===== src/rtl/dlfloat16_mul_arb_if.sv =====
// rtl/dlfloat16_mul_arb_if.sv - requester, multiplier and response signals of the dlfloat16 multiplier arbiter
interface dlfloat16_mul_arb_if #(
    parameter int NREQ = 4
);
    logic [NREQ-1:0]         req_valid;
    logic [16*NREQ-1:0]      req_a;
    logic [16*NREQ-1:0]      req_b;
    logic [NREQ-1:0]         req_ready;
    logic [15:0]             mul_a;
    logic [15:0]             mul_b;
    logic [3:0]              mul_ena;
    logic [19:0]             mul_c;
    logic [4:0]              mul_flags;
    logic                    rsp_valid;
    logic [$clog2(NREQ)-1:0] rsp_id;
    logic [15:0]             rsp_data;
    logic [4:0]              rsp_flags;
    logic                    rsp_ready;
    logic                    busy;

    modport slave (
        input  req_valid, req_a, req_b, mul_c, mul_flags, rsp_ready,
        output req_ready, mul_a, mul_b, mul_ena, rsp_valid, rsp_id, rsp_data, rsp_flags, busy
    );

    modport master (
        output req_valid, req_a, req_b, mul_c, mul_flags, rsp_ready,
        input  req_ready, mul_a, mul_b, mul_ena, rsp_valid, rsp_id, rsp_data, rsp_flags, busy
    );
endinterface


===== src/rtl/dlfloat16_mul_arb.sv =====
// rtl/dlfloat16_mul_arb.sv - round-robin sharing of one dlfloat16 multiplier with an in-order result buffer
module dlfloat16_mul_arb #(
    parameter int NREQ       = 4,
    parameter int MUL_LAT    = 1,
    parameter int FIFO_DEPTH = 4
) (
    input  logic                clk,
    input  logic                rst_n,
    dlfloat16_mul_arb_if.slave  bus
);
    localparam int IDW = $clog2(NREQ);
    localparam int PW  = (FIFO_DEPTH > 1) ? $clog2(FIFO_DEPTH) : 1;
    localparam int CW  = $clog2(FIFO_DEPTH + 1);

    logic [IDW-1:0]     r_rr_ptr;
    logic [MUL_LAT-1:0] r_tag_v;
    logic [IDW-1:0]     r_tag_id [MUL_LAT];
    logic [PW-1:0]      r_wr_ptr;
    logic [PW-1:0]      r_rd_ptr;
    logic [CW-1:0]      r_fifo_cnt;
    logic [IDW-1:0]     r_mem_id    [FIFO_DEPTH];
    logic [15:0]        r_mem_data  [FIFO_DEPTH];
    logic [4:0]         r_mem_flags [FIFO_DEPTH];

    logic               w_credit_ok;
    logic               w_found;
    logic               w_issue;
    logic               w_push;
    logic               w_pop;
    logic               w_rsp_valid;
    logic [IDW-1:0]     w_gidx;
    logic               w_unused;

    // Buffered plus in-flight results may never exceed the buffer, so every exit finds a free slot.
    assign w_credit_ok = (int'(r_fifo_cnt) + $countones(r_tag_v)) < FIFO_DEPTH;

    always_comb begin
        w_found = 1'b0;
        w_gidx  = '0;
        for (int k = 0; k < NREQ; k++) begin
            if (!w_found && bus.req_valid[IDW'((int'(r_rr_ptr) + k) % NREQ)]) begin
                w_found = 1'b1;
                w_gidx  = IDW'((int'(r_rr_ptr) + k) % NREQ);
            end
        end
    end

    assign w_issue     = rst_n && w_found && w_credit_ok;
    assign w_push      = r_tag_v[MUL_LAT-1];
    assign w_rsp_valid = (r_fifo_cnt != '0);
    assign w_pop       = w_rsp_valid && bus.rsp_ready;
    assign w_unused    = &{1'b0, bus.mul_c[19:16]};

    assign bus.req_ready = w_issue ? (NREQ'(1) << w_gidx) : '0;
    assign bus.mul_a     = w_issue ? bus.req_a[int'(w_gidx)*16 +: 16] : 16'h0000;
    assign bus.mul_b     = w_issue ? bus.req_b[int'(w_gidx)*16 +: 16] : 16'h0000;
    assign bus.mul_ena   = w_issue ? 4'b0010 : 4'b0000;

    // Head fields are forced to zero when empty so reset and idle present clean outputs.
    assign bus.rsp_valid = w_rsp_valid;
    assign bus.rsp_id    = w_rsp_valid ? r_mem_id[r_rd_ptr]    : '0;
    assign bus.rsp_data  = w_rsp_valid ? r_mem_data[r_rd_ptr]  : 16'h0000;
    assign bus.rsp_flags = w_rsp_valid ? r_mem_flags[r_rd_ptr] : 5'b00000;
    assign bus.busy      = w_rsp_valid || (|r_tag_v);

    always_ff @(posedge clk or negedge rst_n) begin
        if (!rst_n) begin
            r_rr_ptr   <= '0;
            r_tag_v    <= '0;
            for (int k = 0; k < MUL_LAT; k++) begin
                r_tag_id[k] <= '0;
            end
            r_wr_ptr   <= '0;
            r_rd_ptr   <= '0;
            r_fifo_cnt <= '0;
        end else begin
            if (w_issue) begin
                r_rr_ptr <= (w_gidx == IDW'(NREQ - 1)) ? '0 : w_gidx + 1'b1;
            end
            r_tag_v[0]  <= w_issue;
            r_tag_id[0] <= w_gidx;
            for (int k = 1; k < MUL_LAT; k++) begin
                r_tag_v[k]  <= r_tag_v[k-1];
                r_tag_id[k] <= r_tag_id[k-1];
            end
            if (w_push) begin
                r_wr_ptr <= (r_wr_ptr == PW'(FIFO_DEPTH - 1)) ? '0 : r_wr_ptr + 1'b1;
            end
            if (w_pop) begin
                r_rd_ptr <= (r_rd_ptr == PW'(FIFO_DEPTH - 1)) ? '0 : r_rd_ptr + 1'b1;
            end
            case ({w_push, w_pop})
                2'b10:   r_fifo_cnt <= r_fifo_cnt + 1'b1;
                2'b01:   r_fifo_cnt <= r_fifo_cnt - 1'b1;
                default: r_fifo_cnt <= r_fifo_cnt;
            endcase
        end
    end

    // Result storage needs no reset; the count alone decides what is visible.
    always_ff @(posedge clk) begin
        if (w_push) begin
            r_mem_id[r_wr_ptr]    <= r_tag_id[MUL_LAT-1];
            r_mem_data[r_wr_ptr]  <= bus.mul_c[15:0];
            r_mem_flags[r_wr_ptr] <= bus.mul_flags;
        end
    end
endmodule


===== src/flat_wrapper.sv =====
// flat-port wrapper written by rule: the top's interface ports become plain ports
module dlfloat16_mul_arb_flat 
#(
    parameter int NREQ       = 4,
    parameter int MUL_LAT    = 1,
    parameter int FIFO_DEPTH = 4
)
  (clk, rst_n, bus_req_valid, bus_req_a, bus_req_b, bus_mul_c, bus_mul_flags, bus_rsp_ready, bus_req_ready, bus_mul_a, bus_mul_b, bus_mul_ena, bus_rsp_valid, bus_rsp_id, bus_rsp_data, bus_rsp_flags, bus_busy);
  dlfloat16_mul_arb_if #(.NREQ(NREQ)) bus_i ();
  input  logic clk;
  input  logic rst_n;
  input wire logic [$bits(bus_i.req_valid)-1:0] bus_req_valid;
  input wire logic [$bits(bus_i.req_a)-1:0] bus_req_a;
  input wire logic [$bits(bus_i.req_b)-1:0] bus_req_b;
  input wire logic [$bits(bus_i.mul_c)-1:0] bus_mul_c;
  input wire logic [$bits(bus_i.mul_flags)-1:0] bus_mul_flags;
  input wire logic [$bits(bus_i.rsp_ready)-1:0] bus_rsp_ready;
  output wire logic [$bits(bus_i.req_ready)-1:0] bus_req_ready;
  output wire logic [$bits(bus_i.mul_a)-1:0] bus_mul_a;
  output wire logic [$bits(bus_i.mul_b)-1:0] bus_mul_b;
  output wire logic [$bits(bus_i.mul_ena)-1:0] bus_mul_ena;
  output wire logic [$bits(bus_i.rsp_valid)-1:0] bus_rsp_valid;
  output wire logic [$bits(bus_i.rsp_id)-1:0] bus_rsp_id;
  output wire logic [$bits(bus_i.rsp_data)-1:0] bus_rsp_data;
  output wire logic [$bits(bus_i.rsp_flags)-1:0] bus_rsp_flags;
  output wire logic [$bits(bus_i.busy)-1:0] bus_busy;
  assign bus_i.req_valid = bus_req_valid;
  assign bus_i.req_a = bus_req_a;
  assign bus_i.req_b = bus_req_b;
  assign bus_i.mul_c = bus_mul_c;
  assign bus_i.mul_flags = bus_mul_flags;
  assign bus_i.rsp_ready = bus_rsp_ready;
  assign bus_req_ready = bus_i.req_ready;
  assign bus_mul_a = bus_i.mul_a;
  assign bus_mul_b = bus_i.mul_b;
  assign bus_mul_ena = bus_i.mul_ena;
  assign bus_rsp_valid = bus_i.rsp_valid;
  assign bus_rsp_id = bus_i.rsp_id;
  assign bus_rsp_data = bus_i.rsp_data;
  assign bus_rsp_flags = bus_i.rsp_flags;
  assign bus_busy = bus_i.busy;
  dlfloat16_mul_arb #(.NREQ(NREQ), .MUL_LAT(MUL_LAT), .FIFO_DEPTH(FIFO_DEPTH)) u_core (.clk(clk), .rst_n(rst_n), .bus(bus_i));
endmodule

===== config.mk =====
export PLATFORM = sky130hd
export DESIGN_NAME = dlfloat16_mul_arb_flat
export DESIGN_NICKNAME = d
export VERILOG_FILES = /design/src/rtl/dlfloat16_mul_arb_if.sv /design/src/rtl/dlfloat16_mul_arb.sv /design/src/flat_wrapper.sv
export SDC_FILE = /design/constraint.sdc
export NUM_CORES = 1
export LEC_CHECK = 0
export ABC_AREA = 1
export BUFFER_PORTS_ARGS = -buffer_cell sky130_fd_sc_hd__buf_2
export CORE_MARGIN = 2
export CORE_UTILIZATION = 32
export DETAILED_ROUTE_END_ITERATION = 8
export MAX_ROUTING_LAYER = met4
export PLACE_DENSITY = 0.58
export SETUP_SLACK_MARGIN = 0.1
export SKIP_CTS_REPAIR_TIMING = 1
export SLEW_MARGIN = 30
export SYNTH_ARGS = -nofsm -noshare
export SYNTH_HDL_FRONTEND = slang
export SYNTH_SLANG_ARGS = --single-unit

===== constraint.sdc =====
create_clock -name clk -period 4.3 [get_ports clk]
set_input_delay 0.43 -clock clk [delete_from_list [all_inputs] [get_ports clk]]
set_output_delay 0.43 -clock clk [all_outputs]
set_load 0.01 [all_outputs]

Word-level counts from Yosys, hierarchy flattened
Memories as Yosys holds them, arrays and structs flattened. Cells that the tools add are included.

Eq/ne operators: 5. $add $sub $neg: 9. $lt $le $gt $ge: 5. Reduce and logical (&&, ||, !) cells: 12. Mux-type cells: 33. Shift operators: 3.

Operators with widths (count): $shiftx A64 B7 Y16 (2); $mux W16 (3); $lt A32 B4 Y1 const B (1); $mux W2 (9); $lt A2 B4 Y1 const B (4); $mux W1 (14); $add A2 B1 Y2 const B (4); $bmux W1 S2 (4); $eq A2 B2 Y1 const B (4); $logic_and A1 B1 Y1 (6); $pmux W3 S2 (1); $mux W5 (1); $add A2 B2 Y2 const B (2); $add A3 B1 Y4 (1); $mux W4 (1); $shl A1 B2 Y4 const A (1); $add A3 B1 Y3 const B (1); $logic_not A1 Y1 (3); $reduce_bool A3 Y1 (1); $sub A3 B1 Y3 const B (1); $eq A2 B1 Y1 const B (1); $reduce_bool A2 Y1 (1); $logic_or A1 B1 Y1 (1).

Memories kept: 3. Word-level logic and storage cells: 76. Bits in writable memories: 92. Bits in registers: 12. Input port bits: 160.

Memory list: u_core.r_mem_data (words 4, width 16, rd ports 1, clocked after memory_dff 0, wr ports 1, RTL line dlfloat16_mul_arb.sv:22) `logic [15:0] r_mem_data [FIFO_DEPTH];`; u_core.r_mem_flags (words 4, width 5, rd ports 1, clocked after memory_dff 0, wr ports 1, RTL line dlfloat16_mul_arb.sv:23) `logic [4:0] r_mem_flags [FIFO_DEPTH];`; u_core.r_mem_id (words 4, width 2, rd ports 1, clocked after memory_dff 0, wr ports 1, RTL line dlfloat16_mul_arb.sv:21) `logic [IDW-1:0] r_mem_id [FIFO_DEPTH];`.

Logic depth before layout (Yosys ltp)
Gate-level depths: netlist (run 1).

Word-level depth: 16. Gate-level depth with buffers: 15. Depth with buffers taken out: 14.

Least setup slack after synthesis (run 1)
OpenSTA, ideal clock, no wires.

Path kind: flip-flop to output port. Start: reg u_core.r_rr_ptr[0]. End: out bus_req_ready[3]. Stages on the path, launching flop included: 14. Data arrival time: 1752 ps. Buffers on the path: 3. Path slack: 2118 ps. Cell sequence: dfrtp_1 buf_4 nand2_1 nand3_1 nand2_2 inv_1 nand2_1 nand2_1 buf_4 buf_2 nand2_1 ha_1 inv_1 nor2_1.

Word-level cells in the longest chain between the ends: 16. Elaborated cells on any way between the ends: 33.

Ends and longest elaborated chain: from (decl) (RTL line dlfloat16_mul_arb.sv:15) `logic [IDW-1:0] r_rr_ptr;`; from (signal assigned) (RTL line dlfloat16_mul_arb.sv:78) `r_rr_ptr <= (w_gidx == IDW'(NREQ - 1)) ? '0 : w_gidx + 1'b1;`; parallel branches: the longest is 15 deep, another holds $add A2 B1 Y2; $mux W4 * (RTL line dlfloat16_mul_arb.sv:54) `assign bus.req_ready = w_issue ? (NREQ'(1) << w_gidx) : '0;`; to (decl) (RTL line flat_wrapper.sv:18) `output wire logic [$bits(bus_i.req_ready)-1:0] bus_req_ready;`.

Every way passes the cells marked *. The select of a mux whose other input is x is not followed.

Worst setup path after layout (run 1)
Start: reg u_core.r_rr_ptr[0]. End: out bus_mul_b[5].

Word-level cells in the longest chain between the ends: 16. Elaborated cells on any way between the ends: 33.

Ends and longest elaborated chain: parallel branches: the longest is 15 deep, another holds $add A2 B1 Y2; $mux W16 * (RTL line dlfloat16_mul_arb.sv:56) `assign bus.mul_b = w_issue ? bus.req_b[int'(w_gidx)*16 +: 16] : 16'h0000;`; to (decl) (RTL line flat_wrapper.sv:20) `output wire logic [$bits(bus_i.mul_b)-1:0] bus_mul_b;`.

Marks and branches as above.

==> results of run 1 <==
==> sequential cells by signal, indices dropped and copies added (netlist names) <==
register            cells
u_core.r_tag_v          1
u_core.r_fifo_cnt       3
u_core.r_mem_data      64
u_core.r_rr_ptr         2
u_core.r_wr_ptr         2
u_core.r_rd_ptr         2
u_core.r_mem_flags     20
u_core.r_mem_id         8
u_core.r_tag_id         2
==> cells in the final DEF, fill, tap and decap left out, types with 9 or more instances in the layout <==
cell,synthesis,routed
buf_4,11,10
buf_2,15,217
nand3_1,101,101
edfxtp_1,92,92
a21oi_1,56,56
nor2_1,96,96
dfrtp_1,12,12
inv_1,88,84
o21ai_0,54,54
inv_2,5,9
clkbuf_16,0,9
nand2_1,178,177
==> cell type report <==
class,instances,area (sq um)
fill,1959,11100
sequential,104,3060
multi-input combinational,512,2320
timing repair buffer,228,1170
inverter,93,349
tap,234,293
clock buffer,12,236
clock inverter,4,21.3
==> kinds of logic after synthesis <==
family / count (synthesis)
compound gates: 113
xor+xnor: 2
fa+ha+maj: 8
buf+inv: 145
flops: 104
other cells: 1
simple gates: 386
==> worst max-delay path by stage <==
stage	endpoint	slack [ns]	depth (start not counted)
2_1_floorplan	bus_req_ready[3]	2.12	13
3_3_place_gp	bus_mul_b[5]	1.11	14
3_5_place_dp	bus_mul_a[11]	1.08	14
4_1_cts	bus_mul_a[11]	0.71	14
5_1_grt	bus_mul_a[5]	0.47	14
6_report	bus_mul_b[5]	0.76	14
==> stage by stage <==
stage	power, mW	util (%)	hold WS, ns	std cells
floorplan	4.06	-	0.134	761
finish	5.64	40.1	0.298	1187
detailed placement	5.00	38.7	0.325	1170
CTS	5.72	40.1	-0.0408	1186
global placement	5.00	38.7	0.329	1170
global route	6.22	40.1	0.292	1187
==> metal layers <==
metal	global-route usage [%]	share of wire (%)	vias to the layer above	routed length (microns)
li1	-	-	2839	-
met2	30.5	52	172	8660
met3	2.21	4.3	14	719
met4	4.95	1.3	0	219
met1	19.7	43	2480	7100
met5	-	0	-	0
==> power breakdown <==
part           total (mW)  internal (mW)  switching [mW]
Combinational        3.53           1.14            2.39
Clock               0.706          0.388           0.317
Sequential           1.40           1.32          0.0862
==> flow_summary.yaml, run 1 <==
logic_synthesis:
  synth_xor_area_share_pct: 0.291
  yosysSeqAreaShare_pct: 50.9
  netlist_area_sq_um: 6010
  synth.most_common_cell: "nand2_1"
  synth_edf_count: 92
  synth_common_cells: "nand2_1, nand3_1, nor2_1, edfxtp_1, inv_1"
  synth_area_leader_cell: "edfxtp_1"
  synth_top_area_share_pct: 46.0
  yosys_warnings: 0
  synth_top_family_by_area: "simple AND/OR/NAND/NOR gates"
  synth_compound_area_share_pct: 9.49
  synthFlopType: "edfxtp_1"
  synth-async-reset-ratio_pct: 11.5
  avgSynthCellArea_sq_um: 7.92
  synth_area_leaders: "edfxtp_1, nand2_1, nand3_1"
  synthSimpleGateAreaFrac_pct: 26.7
  synthMuxAreaShare_pct: 0
  ys_types: 28
  ys_ff_latch: 104
  syn_inst: 759
  synth_fa_ha_area_share_pct: 1.79
clock_tree:
  clkLatencyLatePin_ns: 0.34
  cts_inserted_buffers: 9
  clock_sink_count: 104
  cts_tree: "built"
  clock-root-buffer: "clkbuf_16"
  clockBufferDepth: 2
  clk_pin_slew_ns: 0.06
  cts_max_level: 3
setup_path:
  cp_data_required_time_ns: 3.87
  crit_start: "u_core.r_rr_ptr[0]$_DFFE_PN0P_"
  timing.rr.start: "u_core.r_rr_ptr[0]$_DFFE_PN0P_"
  path_delay_family: "simple AND/OR/NAND/NOR gates"
  worstSetupPathType: "flop to primary output"
  cpPeakStageDelay_ns: 0.58
  r2r_cells: 13
  crit_top_cell: "nand2_1"
  endpoint_kind: "primary output"
  crit_arrival_ns: 3.11
  crit_fanout: 52
  timing.rr.end: "u_core.r_rr_ptr[1]$_DFFE_PN0P_"
  start_kind: "flop"
  crit_slowest_cell: "dfrtp_1"
  crit_chain: "inv_2, nand2_1, nand2_1, nand2_1, nand2_1, nor2_4, nand3_2, nand2_2, buf_4, nand3_1, nand2_1, nand2_1, a21oi_1, buf_2"
  regToRegSetupSlack_ns: 1.55
  crit_buf_inv: 3
run:
  drv_cap: 0
routing:
  dr.first_iter.drc_count: 182
  totalWireLength_mm: 16.7
  via_per_inst: 4.64
  firstDrtPassIters: 5
  wl_per_cell_microns: 14.1
  post-route-drc-count: 0
  vias: 5505
  ant_nets: 0
global_route:
  grt_pass1_wl_mm: 25.7
  antenna_found_initial: 0
  grt_overflow_total: 0
  grtUsageTotal_pct: 16.9
  grt_pass1_vias: 5130
  grt_max_degree: 55
die:
  ios: 225
  die_h_microns: 141
  initial_utilization_pct: 32.4
  core_sq_um: 18600
  die_x_microns: 141
  rows: 50
  dieArea_sq_um: 19900
worst_hold_path:
  min_from: "bus_mul_c[6]"
  hold_end: "u_core.r_mem_data[0][6]$_DFFE_PP_"
  hold_path.class: "input pin to flop"
  min_delay_path_depth: 1
final_layout:
  finalNetCount: 1116
  fin_area_sq_um: 7460
  areaGrowthSynthToFinish_pct: 24.0
  drive_gt1_share_pct: 26.9
  antenna_cells: 0
timing:
  clock.fmax_mhz: 283
  hold_viol_final: 0
  maxSlewHeadroom_pct: 36.3
  finalSetupViolCount: 0
  rsz0062_at_grt: "no"
  drv_slew: 0
  fin_skew_ns: 0.00517
  period_needed_ns: 3.54
  finalSetupTns_ns: 0
  timing.final.crit_share_pct: 82.2
  tightestPinTransition_ns: 0.955
  setup_slack_ns: 0.764
power:
  vdd_ir_drop_max_v: 0.000385
  p_leak_nw: 3.65
  p_per_area_nw_per_um2: 757
place:
  numPortBuffers: 217
  dp_slack_ns: 1.08
  place_area_sq_um: 7190
  place.gp.congestion: 0.802
  dpl.hpwl_mm: 11.5
run_status:
  outcome: "finished clean"
Note: power is estimated with default switching activity, not from simulation.
==> run 2, diff against run 1 <==
- PLACE_DENSITY: 0.58 -> 0.6
- clock period: 4.3 -> 3 ns (I/O delays scaled with it)
==> flow_summary.yaml, run 2 (synthesized netlist as in run 1, its figures left out) <==
die:
  rows: 50
  die_x_microns: 141
  ios: 225
  core_sq_um: 18600
  die_h_microns: 141
  dieArea_sq_um: 19900
  initial_utilization_pct: 32.4
power:
  vdd_ir_drop_max_v: 0.000843
  p_per_area_nw_per_um2: 1170
  power_frac_comb_pct: 65.0
  p_total_mw: 9.10
  seqPwrFrac_pct: 22.0
  switching_share_pct: 47.4
  switching_power_mw: 4.31
  p_leak_nw: 3.82
  p_int_mw: 4.79
  p_clk_share_pct: 13.0
routing:
  post-route-drc-count: 0
  totalWireLength_mm: 17.7
  ant_nets: 0
  via_per_inst: 4.72
  firstDrtPassIters: 5
  dr.first_iter.drc_count: 267
  vias: 5693
  wl_per_cell_microns: 14.7
timing:
  rsz0062_at_grt: "no"
  clock.fmax_mhz: 361
  finalSetupViolCount: 0
  drv_slew: 0
  period_needed_ns: 2.77
  fin_skew_ns: 0.00740
  hold_viol_final: 0
  timing.final.crit_share_pct: 92.3
  setup_slack_ns: 0.232
  tightestPinTransition_ns: 0.620
  maxSlewHeadroom_pct: 58.6
  fin_hold_ws_ns: 0.174
clock_tree:
  cts_max_level: 3
  clockBufferDepth: 2
  clkLatencyLatePin_ns: 0.34
  clock_sink_count: 104
  clock-root-buffer: "clkbuf_16"
  cts_inserted_buffers: 9
  cts_tree: "built"
  clk_pin_slew_ns: 0.07
final_layout:
  top_register: "u_core.r_mem_data"
  multi_input_area_sq_um: 2360
  largest_reg_flops: 64
  antenna_cells: 0
  regArea_sq_um: 3060
  areaGrowthSynthToFinish_pct: 29.8
  fin_area_sq_um: 7800
  drive_gt1_share_pct: 28.3
  fill_cells: 1912
  finalNetCount: 1134
  final_cell_mix: "buf_2, nand2_1, nand3_1"
  largestRegisters: "u_core.r_mem_data (64), u_core.r_mem_flags (20), u_core.r_mem_id (8)"
  final_common_cell: "buf_2"
run:
  drv_cap: 0
global_route:
  gr-usage-met1_pct: 19.6
  busiest_layer: "met2"
  grt_util_met2_pct: 30.8
  antenna_found_initial: 0
  use_met3_pct: 2.41
  grt_pass1_vias: 5211
  grt_pass1_wl_mm: 26.0
  grt_max_degree: 68
  grtUsageTotal_pct: 17.0
  grt_overflow_total: 0
setup_path:
  start_kind: "flop"
  crit_fanout: 27
  crit_top_cell: "nand2_1"
  crit_arrival_ns: 2.47
  worstSetupPathType: "flop to primary output"
  crit_slowest_cell: "dfrtp_2"
  crit_chain: "buf_4, nand2_1, nand2_1, nand2_1, nand2_1, nand2_1, nand2_1, nor2_2, nand2_4, buf_4, clkbuf_16, nand3_1, nand3_1, a21oi_1, buf_2"
  cpPeakStageDelay_ns: 0.47
  endpoint_kind: "primary output"
  cp_data_required_time_ns: 2.70
place:
  numPortBuffers: 217
  place_area_sq_um: 7330
  place.gp.congestion: 0.799
  dp_slack_ns: 0.380
  dpl.hpwl_mm: 11.7
worst_hold_path:
  hold_path.class: "input pin to flop"
run_status:
  outcome: "finished clean"
run 2: changes by cell type in the layout (fill, tap and decap cells not counted), moves of 3 or more:
cell | previous run | this run
a21oi_2 | 0 | 3
nand2_4 | 0 | 3
a21oi_1 | 56 | 53
nand2_2 | 5 | 2
clkbuf_16 | 9 | 12
buf_4 | 10 | 19
inv_2 | 9 | 3
inv_1 | 84 | 88
buf_12 | 0 | 5
run 2: final cells by class:
cell class              count  share of cell area [%]
flip-flops and latches    104                    39.3
clock buffers              11                    2.98
clock inverters             5                   0.914
well taps                 234                    3.75
multi-input cells         512                    30.2
inverters                  93                    4.57
repair buffers            246                    18.3
run 2: worst max-delay path, delay by kind of cell, from the launching register on:
kind,cells,cell delay [ns]
AOI/OAI and AO/OA,1,0.19
buffers and inverters,4,0.69
DFF,1,0.47
and+or+nand+nor,10,0.79
run 2: worst paths after layout:
check | from | endpoint | slack, ns | cells past startpoint
worst min register to register | u_core.r_tag_id[0]$_DFF_PN0_ | u_core.r_mem_id[2][0]$_DFFE_PP_ | 0.50 | 0
worst max register to register | u_core.r_rr_ptr[0]$_DFFE_PN0P_ | u_core.r_rr_ptr[1]$_DFFE_PN0P_ | 0.90 | 13
worst max-delay path | u_core.r_rr_ptr[0]$_DFFE_PN0P_ | bus_mul_b[0] | 0.23 | 15
max in group asynchronous | rst_n | u_core.r_rr_ptr[0]$_DFFE_PN0P_ | 2.35 | 2
worst min-delay path | bus_mul_c[10] | u_core.r_mem_data[0][10]$_DFFE_PP_ | 0.17 | 1
min in group asynchronous | rst_n | u_core.r_rd_ptr[0]$_DFFE_PN0N_ | 0.41 | 2
run 2: power by group through the flow:
stage / Sequential (mW) / Combinational [mW] / Clock (mW)
2_1_floorplan: 2.00 / 3.82 / 0
3_3_place_gp: 2.03 / 5.37 / 0
3_5_place_dp: 2.04 / 5.40 / 0
4_1_cts: 2.01 / 5.43 / 1.20
5_1_grt: 2.03 / 6.58 / 1.27
6_report: 2.00 / 5.92 / 1.18
run 2: per-stage QoR:
| step | setup TNS, ns | utilization (%) | cells |
|---|---|---|---|
| after floorplan | 0 | - | 761 |
| after global placement | 0 | 39.4 | 1180 |
| after detailed placement | 0 | 39.4 | 1180 |
| after CTS | -0.00104 | 41.1 | 1196 |
| after global routing | 0 | 42.0 | 1205 |
| final | 0 | 42.0 | 1205 |
run 2: per-layer routing:
metal | routed length, microns | share of wire (%)
met1 | 7150 | 40
met2 | 9330 | 53
met3 | 929 | 5.2
met4 | 298 | 1.7
met5 | 0 | 0
==> run 3, diff against run 2 <==
- CORE_UTILIZATION: 32 -> 45
- CTS_CLUSTER_DIAMETER: default -> 100
- PLACE_DENSITY: 0.6 -> 0.79
==> flow_summary.yaml, run 3 (synthesized netlist as in run 1, its figures left out) <==
run_status:
  outcome: "finished clean"
clock_tree:
  clock-root-buffer: "clkbuf_16"
  clockBufferDepth: 2
  cts_max_level: 3
  cts_inserted_buffers: 9
  clk_pin_slew_ns: 0.07
  clkLatencyLatePin_ns: 0.33
  cts_tree: "built"
  clock_sink_count: 104
timing:
  drv_slew: 0
  rsz0062_at_grt: "no"
  fin_skew_ns: 0.00756
  period_needed_ns: 2.75
  hold_viol_final: 0
  timing.final.crit_share_pct: 91.7
  clock.fmax_mhz: 364
  finalSetupTns_ns: 0
  maxSlewHeadroom_pct: 51.1
  finalSetupViolCount: 0
  tightestPinTransition_ns: 0.732
setup_path:
  crit_slowest_cell: "dfrtp_2"
  worstSetupPathType: "flop to primary output"
  cpPeakStageDelay_ns: 0.45
  timing.rr.end: "u_core.r_rr_ptr[1]$_DFFE_PN0P_"
  regToRegSetupSlack_ns: 0.88
  crit_buf_inv: 4
  start_kind: "flop"
  timing.rr.start: "u_core.r_rr_ptr[0]$_DFFE_PN0P_"
  path_delay_family: "simple AND/OR/NAND/NOR gates"
  cp_data_required_time_ns: 2.70
  crit_arrival_ns: 2.45
  endpoint_kind: "primary output"
  r2r_cells: 14
  crit_top_cell: "nand2_1"
  crit_fanout: 16
  endpoint: "bus_mul_b[8]"
  crit_chain: "buf_4, nand2_1, nand2_1, nand2_1, nand2_1, nor2_4, nand3_2, nand2_2, buf_4, clkbuf_16, nand3_1, nand2_1, nand2_1, a21oi_1, buf_2"
  cp.depth: 15
  crit_start: "u_core.r_rr_ptr[0]$_DFFE_PN0P_"
final_layout:
  final_util_pct: 58.6
  finalNetCount: 1133
  largestRegisters: "u_core.r_mem_data (64), u_core.r_mem_flags (20), u_core.r_mem_id (8)"
  drive_gt1_share_pct: 28.6
  areaGrowthSynthToFinish_pct: 28.0
  top_register: "u_core.r_mem_data"
  final_common_cell: "buf_2"
  largest_reg_flops: 64
  stdcell_count: 1147
  final_cell_mix: "buf_2, nand2_1, nand3_1"
power:
  p_leak_nw: 3.80
  p_per_area_nw_per_um2: 1160
  vdd_ir_drop_max_v: 0.000734
  p_total_mw: 8.89
die:
  dieArea_sq_um: 14300
  rows: 42
  initial_utilization_pct: 45.8
  core_sq_um: 13100
  die_h_microns: 120
  die_x_microns: 120
  ios: 225
place:
  dpl.hpwl_mm: 11.0
  place.gp.congestion: 0.936
  dp.cells: 1120
  numPortBuffers: 217
routing:
  ant_nets: 0
  dr.first_iter.drc_count: 431
  firstDrtPassIters: 4
  wl_met2_mm: 8.10
  m1WireLength_mm: 6.49
  via_per_inst: 5.05
  wl_met3_mm: 1.31
  top_layer_used: "met4"
  post-route-drc-count: 0
  wl_per_cell_microns: 14.3
  totalWireLength_mm: 16.4
  vias: 5791
worst_hold_path:
  min_delay_path_depth: 1
  hold_path.class: "input pin to flop"
  min_from: "bus_mul_c[5]"
global_route:
  grt_pass1_vias: 5469
  grtUsageTotal_pct: 22.7
  antenna_found_initial: 1
  grt_max_degree: 66
  grt_overflow_total: 0
  grt_pass1_wl_mm: 25.2
run:
  drv_cap: 0
-- run 3: cell types whose count changed in the layout (fill, tap and decap cells not counted), moves of 2 or more --
cell        delta
buf_4          -3
clkinvlp_4     +2
clkinv_4       +2
nand2_4        -2
bufinv_16      -2
buf_6          +2
nand2_2        +2
clkinv_1       -2
-- run 3: power by group --
| group | internal (mW) | leakage (nW) | switching [mW] |
|---|---|---|---|
| combinational | 2.18 | 2.69 | 3.66 |
| clock | 0.565 | 0.127 | 0.478 |
| sequential | 1.89 | 0.982 | 0.120 |
-- run 3: area by class of cell --
type                            instances  area, sq um
Clock buffer                           10          229
Fill cell                            1176         5440
Timing Repair Buffer                  245         1440
Multi-Input combinational cell        512         2340
Clock inverter                          6         45.0
Tap cell                              176          220
Inverter                               93          354
Antenna cell                            1         2.50
Sequential cell                       104         3060
-- run 3: worst register-to-register path: stages (launching register included) --
cell     delay (ns)
dfrtp_2        0.45
buf_4          0.16
nand2_1        0.05
nand2_1        0.08
nand2_1        0.09
nand2_1        0.09
nor2_4         0.11
nand3_2        0.09
nand2_2        0.11
buf_4          0.18
buf_12         0.14
nand2_1        0.05
ha_1           0.27
nand2_1        0.06
o21ai_0        0.07
-- run 3: how the worst min path moves through the flow --
stage,endpoint,slack [ns]
6_report,u_core.r_mem_data[3][5]$_DFFE_PP_,0.17
3_3_place_gp,u_core.r_fifo_cnt[2]$_DFFE_PN0P_,0.20
2_1_floorplan,u_core.r_fifo_cnt[0]$_DFFE_PN0P_,0.004
4_1_cts,u_core.r_rr_ptr[0]$_DFFE_PN0P_,-0.16
3_5_place_dp,u_core.r_rd_ptr[1]$_DFFE_PN0N_,0.20
5_1_grt,u_core.r_mem_data[1][7]$_DFFE_PP_,0.17
-- run 3: layer usage --
layer  track usage (%)  vias up
met5                 -        -
met4              8.09        0
met3              4.09       38
met2              39.1      273
met1              26.8     2598
li1                  -     2882
-- run 3: through the flow --
stage,hold slack [ns],setup WS [ns],instance area [sq um]
global placement,0.197,0.458,7210
finish,0.170,0.249,7700
floorplan,0.00441,0.948,6020
global route,0.169,0.0960,7700
CTS,-0.159,0.0650,7490
detailed placement,0.201,0.444,7210
